===== src/rtl/elastic_pipe_reg.sv =====
// elastic_pipe_reg: chain of STAGES valid/ready register slots with bubble collapsing and flush.
// Define PIPE_STALL_CNT_EN to build the saturating output-stall counter on stall_cnt.
module elastic_pipe_reg #(
   parameter int               WIDTH     = 32,
   parameter int               STAGES    = 1,
   parameter logic [WIDTH-1:0] RESET_VAL = '0
) (
   input  logic             clk,
   input  logic             rst,
   input  logic             in_valid,
   output logic             in_ready,
   input  logic [WIDTH-1:0] in_data,
   input  logic             flush,
   output logic             out_valid,
   input  logic             out_ready,
   output logic [WIDTH-1:0] out_data,
   output logic [2:0]       occupancy,
   output logic [31:0]      stall_cnt
);
   if (STAGES < 1 || STAGES > 7) begin : g_bad_stages
      $error("elastic_pipe_reg: STAGES must be within 1..7");
   end
   logic [WIDTH-1:0]  r_data [STAGES];
   logic [STAGES-1:0] r_valid;
   logic [2:0]        r_occ;
   logic [STAGES-1:0] w_adv;
   logic              w_in_x;
   logic              w_out_x;
   // A slot may advance when the output drains or any slot at or after it is empty.
   for (genvar i = 0; i < STAGES; i++) begin : g_adv
      assign w_adv[i] = out_ready || !(&r_valid[STAGES-1:i]);
   end
   assign in_ready  = w_adv[0] && !flush;
   assign out_valid = r_valid[STAGES-1] && !flush;
   assign out_data  = r_data[STAGES-1];
   assign occupancy = r_occ;
   assign w_in_x    = in_valid && in_ready;
   assign w_out_x   = out_valid && out_ready;
   always_ff @(posedge clk) begin
      if (rst) begin
         r_valid <= '0;
         r_occ   <= '0;
         for (int i = 0; i < STAGES; i++) r_data[i] <= RESET_VAL;
      end else if (flush) begin
         r_valid <= '0;
         r_occ   <= '0;
      end else begin
         if (w_adv[0]) r_valid[0] <= in_valid;
         if (w_in_x) r_data[0] <= in_data;
         for (int i = 1; i < STAGES; i++) begin
            if (w_adv[i]) r_valid[i] <= r_valid[i-1];
            if (w_adv[i] && r_valid[i-1]) r_data[i] <= r_data[i-1];
         end
         r_occ <= r_occ + {2'b0, w_in_x} - {2'b0, w_out_x};
      end
   end
`ifdef PIPE_STALL_CNT_EN
   logic [31:0] r_stall_cnt;
   always_ff @(posedge clk) begin
      if (rst) r_stall_cnt <= '0;
      else if (out_valid && !out_ready && r_stall_cnt != '1) r_stall_cnt <= r_stall_cnt + 32'd1;
   end
   assign stall_cnt = r_stall_cnt;
`else
   assign stall_cnt = 32'h0;
`endif
endmodule


===== config.mk =====
export PLATFORM = sky130hd
export DESIGN_NAME = elastic_pipe_reg
export DESIGN_NICKNAME = d
export VERILOG_FILES = /design/src/rtl/elastic_pipe_reg.sv
export SDC_FILE = /design/constraint.sdc
export NUM_CORES = 1
export LEC_CHECK = 0
export CORE_MARGIN = 1.5
export CORE_UTILIZATION = 40
export CTS_BUF_LIST = sky130_fd_sc_hd__clkbuf_8
export DETAILED_ROUTE_END_ITERATION = 8
export PLACE_DENSITY = 0.8
export SYNTH_ARGS = -nofsm -noshare
export SYNTH_HDL_FRONTEND = slang
export SYNTH_SLANG_ARGS = --single-unit

===== constraint.sdc =====
create_clock -name clk -period 4.1 [get_ports clk]
set_clock_uncertainty 0.2 [all_clocks]
set_input_delay 1.23 -clock clk [delete_from_list [all_inputs] [get_ports clk]]
set_output_delay 1.23 -clock clk [all_outputs]
set_load 0.05 [all_outputs]

### Word-level counts from Yosys, hierarchy flattened

Memory sizes are Yosys's and may differ from the RTL's.
Index checks and enable logic that the tools add are counted.

| word-level totals | value |
|---|---|
| bits in registers | 4 |
| latch bits | 0 |
| bits in writable memories | 32 |
| ROM bits | 0 |
| input port bits | 37 |
| logic and storage cells | 22 |
| memories | 1 |

Memories:

| memory | words | bits a word | read ports | clocked after Yosys merged registers in | wr ports | RTL line | RTL |
|---|---|---|---|---|---|---|---|
| r_data | 1 | 32 | 1 | 0 | 1 | 23 | `logic [WIDTH-1:0] r_data [STAGES];` |

| cells by class | value |
|---|---|
| $add $sub $neg | 2 |
| multiply operators | 0 |
| div/mod/pow operators | 0 |
| $lt $le $gt $ge | 0 |
| equality and inequality tests | 0 |
| shifts and indexed selects | 0 |
| muxes and demuxes | 8 |
| bitwise logic cells | 0 |
| reduce and logical (&&, ||, !) cells | 9 |

Operator list:

| operator | count |
|---|---|
| 32-bit two-way mux | 1 |
| 32-bit OR reduction | 1 |
| 1-bit two-way mux | 7 |
| 1-bit logical AND | 4 |
| 3-bit by 1-bit adder with 3-bit output | 1 |
| 3-bit by 1-bit subtractor with 3-bit output | 1 |
| 1-bit logical NOT | 2 |
| 2-bit OR reduction | 1 |
| 1-bit logical OR | 1 |

### Depth between registers and ports, before layout

| depth | value |
|---|---|
| depth in word-level cells | 10 |
| gate-level depth with buffers | 10 |
| gate-level depth less buffers | 9 |

### Least setup slack after synthesis

Ideal clock, no wire load.

| timing | value |
|---|---|
| kind | input port to flip-flop |
| from | input flush |
| to | memory r_data[0][0] (enable) |
| setup time | 0.428 ns |
| arrival | 3.144 ns |
| required time | 3.472 ns |
| path slack | 0.328 ns |
| stages | 4 |
| path buffers | 2 |
| cells stage by stage | nand2b_4 buf_6 buf_6 o21bai_1 |

| between the ends | value |
|---|---|
| cells in the longest elaborated chain, start to end | 9 |

Ends and longest elaborated chain:

| item | RTL line | RTL |
|---|---|---|
| start, declared | 13 | `input logic flush,` |
| 1-bit logical NOT | 33 | `assign in_ready = w_adv[0] && !flush;` |
| 1-bit logical AND | 33 |  |
| 1-bit logical AND | 37 | `assign w_in_x = in_valid && in_ready;` |
| 1-bit two-way mux | 49 | `if (w_in_x) r_data[0] <= in_data;` |
| 1-bit two-way mux * | 44 | `end else if (flush) begin` |
| 1-bit two-way mux * | 40 | `if (rst) begin` |
| 1-bit two-way mux (not written as such) * | 49 |  |
| 32-bit OR reduction (no source line) | -- |  |
| 1-bit two-way mux (no source line) * | -- |  |
| end, declared | 23 |  |

Mark *: on every way between the ends. The rest lies on a longest branch, timed or not.

### Worst setup path in the final report

| timing | value |
|---|---|
| from | input flush |
| to | output out_valid |

| between the ends | value |
|---|---|
| cells in the longest elaborated chain, start to end | 2 |

Ends and longest elaborated chain:

| item | RTL line | RTL |
|---|---|---|
| 1-bit logical NOT | 34 | `assign out_valid = r_valid[STAGES-1] && !flush;` |
| 1-bit logical AND | 34 |  |
| end, declared | 14 | `output logic out_valid,` |

Every way passes these cells.

==> results.cfg <==
[final_layout]
fin_cells = 270
antenna_cells = 0
syn2layout_area_growth_pct = 35.77
layout-drive-gt1-share = 0.2315
fillers = 396
finalNetCount = 242

[cts]
cts_buffer_depth = 2
root_buffer = clkbuf_8
cts_made_buffers = 5
post_cts_resized = 0
ctsHoldBuffers = 0
cts_setup_buffers = 0
cts.sinks = 36
tritoncts = yes
cts_max_level = 2
clock_latency_ps = 280
clkTransAtPathRegs_ps = 70

[critical_path]
critical_path_class = input pin to output port
end_kind = output port
start_kind = input pin
critical_path.top_delay_family = buffers and inverters
crit_buf_inv = 2
crit_required_ps = 2670
path_cells = clkdlybuf4s50_1 > nor2b_1 > buf_12
arrival_ps = 2200
worstPathMaxFanout = 6
crit_slowest_cell = clkdlybuf4s50_1
cp_slowest_stage_delay_ps = 510

[synthesis]
synth_edf_count = 32
netlist_top_cells_area = edfxtp_1 47%, nor4b_2 18%, buf_4 12%, nor4b_4 5.8%, dfxtp_1 3.9%
yosysMostFrequentCell = buf_4
ys.flop_type = edfxtp_1
ys_ff_latch = 36
synth_top_cell_by_area = edfxtp_1
synth_area_per_cell_um2 = 15.70
syn_area_um2 = 2057
synth_commonest_cells = 33 x buf_4, 32 x edfxtp_1, 24 x nor4b_2
synthCells = 131
yosysSeqAreaShare = 0.5061
ys_warn_count = 0
ys_types = 22
synth_top_area_share = 0.4672
async_flop_share = 0

[pwr]
intPower_mw = 0.6808
switching_share = 0.3151
totalPowerFinal_mw = 0.9940
pwr-share-seq = 0.429
clock_power_share = 0.305
leakage_nw = 1.014
switchingPower_mw = 0.3132
share_comb_of_total_power = 0.266
peakVddDrop_uv = 129.1
power_density_nw_per_um2 = 355.9

[global_route]
grt_max_degree = 36
antenna_found_initial = 0
grt_first_pass_wirelength_um = 5478
grt.total_usage = 0.1333
grt_pass1_vias = 1116
grt_overflow = 0

[min_path]
min_path_type = flop to flop

[timing]
tns_ps = 0
finalHoldViolCount = 0
worst_hold_slack_ps = 402.2
maxSlewHeadroom = 0.3878
rsz0062_at_grt = false
fin_crit_ps = 3629
worstMarginPinSlew_ps = 915.9
max_freq_mhz = 275.5
period_share = 0.8852
maxSlewViolCount = 0
setup_viol = 0

[place]
port_buffers = 73
dp_cells = 262
dp_hpwl_um = 2538
globalplace.congestion = 0.6889

[route]
wl_per_cell_um = 13.73
drc = 0
drt_iter0_markers = 56
finalWirelength_um = 3706
first_pass_iters = 4
viasPerCell = 4.422
detail-route-antenna-nets = 0
vias = 1194

[floorplanning]
pin_count = 106
start_util = 0.4243
num_rows = 25
die_width_um = 74.71
die-area_um2 = 5582
coreArea_um2 = 4848
fp.dieH_um = 74.71

[status]
status = completed

[flow_run]
drv_cap = 0
[worst register-to-register path, stage by stage (launching register included)]
cell	delay [ps]
dfxtp_1	320
nor2b_4	150
or2_2	300
ha_1	270
inv_1	60
ha_1	140
inv_1	50
fa_1	370
xnor3_1	190
nor3_1	130
[power groups by stage]
stage	Combinational [mW]	Sequential, mW	Clock (mW)
detailed placement	0.266	0.435	0
global route	0.275	0.428	0.321
CTS	0.266	0.427	0.309
floorplan	0.143	0.504	0
finish	0.264	0.426	0.303
global placement	0.265	0.434	0
[layout make-up]
| cell class | instances | area [um^2] | share of cell area |
|---|---|---|---|
| sequential | 36 | 1041 | 0.3728 |
| multi-input combinational | 80 | 789.5 | 0.2827 |
| timing repair buffer | 77 | 763.2 | 0.2733 |
| tap | 67 | 83.83 | 0.03002 |
| clock buffer | 5 | 68.82 | 0.02464 |
| clock inverter | 3 | 38.79 | 0.01389 |
| inverter | 2 | 7.507 | 0.002688 |
[path summary, 6_finish.rpt]
check / cells past startpoint / to / slack, ps / start
worst max-delay path: 3 / out_valid / 470 / flush
worst min-delay path: 2 / occupancy[0] / 400 / occupancy[0]
worst max register to register: 9 / occupancy[2] / 1860 / r_valid
worst min register to register: 2 / occupancy[0] / 400 / occupancy[0]
[cells in the final DEF, fill, tap and decap left out]
cell type and count:
buf_2 1, fa_1 1, nor4b_1 3, o21bai_4 1
clkinv_2 1, clkbuf_8 5, bufinv_16 1, nor2b_1 1
dfxtp_1 4, conb_1 32, nor2b_4 1, and2_1 2
nor2_1 2, nor4b_2 24, inv_1 3, buf_4 5
ha_1 2, or2_2 1, edfxtp_1 32, nor3_1 2
buf_12 1, o21a_1 1, nand2b_4 1, nor4b_4 5
xnor3_1 1, clkdlybuf4s50_1 70
[cells by family (layout without fill, tap and decap cells)]
logic type	count (synthesis)	in the layout	synth area share
AND/OR/NAND/NOR	42	42	0.2798
adder cells (fa/ha/maj)	3	3	0.02190
XOR/XNOR	1	1	0.01095
buffers and inverters	46	87	0.1721
other	1	32	0.001823
flip-flops	36	36	0.5061
AO/OA/AOI/OAI	2	2	0.007302
[layer usage]
layer,vias up,share of wire,track usage
li1,558,-,-
met1,562,0.39,0.1568
met2,68,0.52,0.2272
met3,6,0.083,0.04016
met4,0,0.015,0.05657
met5,-,0,0
[through the flow]
stage,instance area [um^2],utilization,worst slack [ps]
3_5_place_dp,2685,0.5538,385.7
6_report,2793,0.5760,470.6
2_1_floorplan,2173,-,328.4
3_3_place_gp,2685,0.5538,464.7
5_1_grt,2793,0.5760,395.1
4_1_cts,2793,0.5760,464.5
[flip-flops by register name, summed over array words and instances (netlist names)]
name / flops
r_valid: 1
r_data: 32
occupancy: 3
Power figures use the tool's default switching activity.
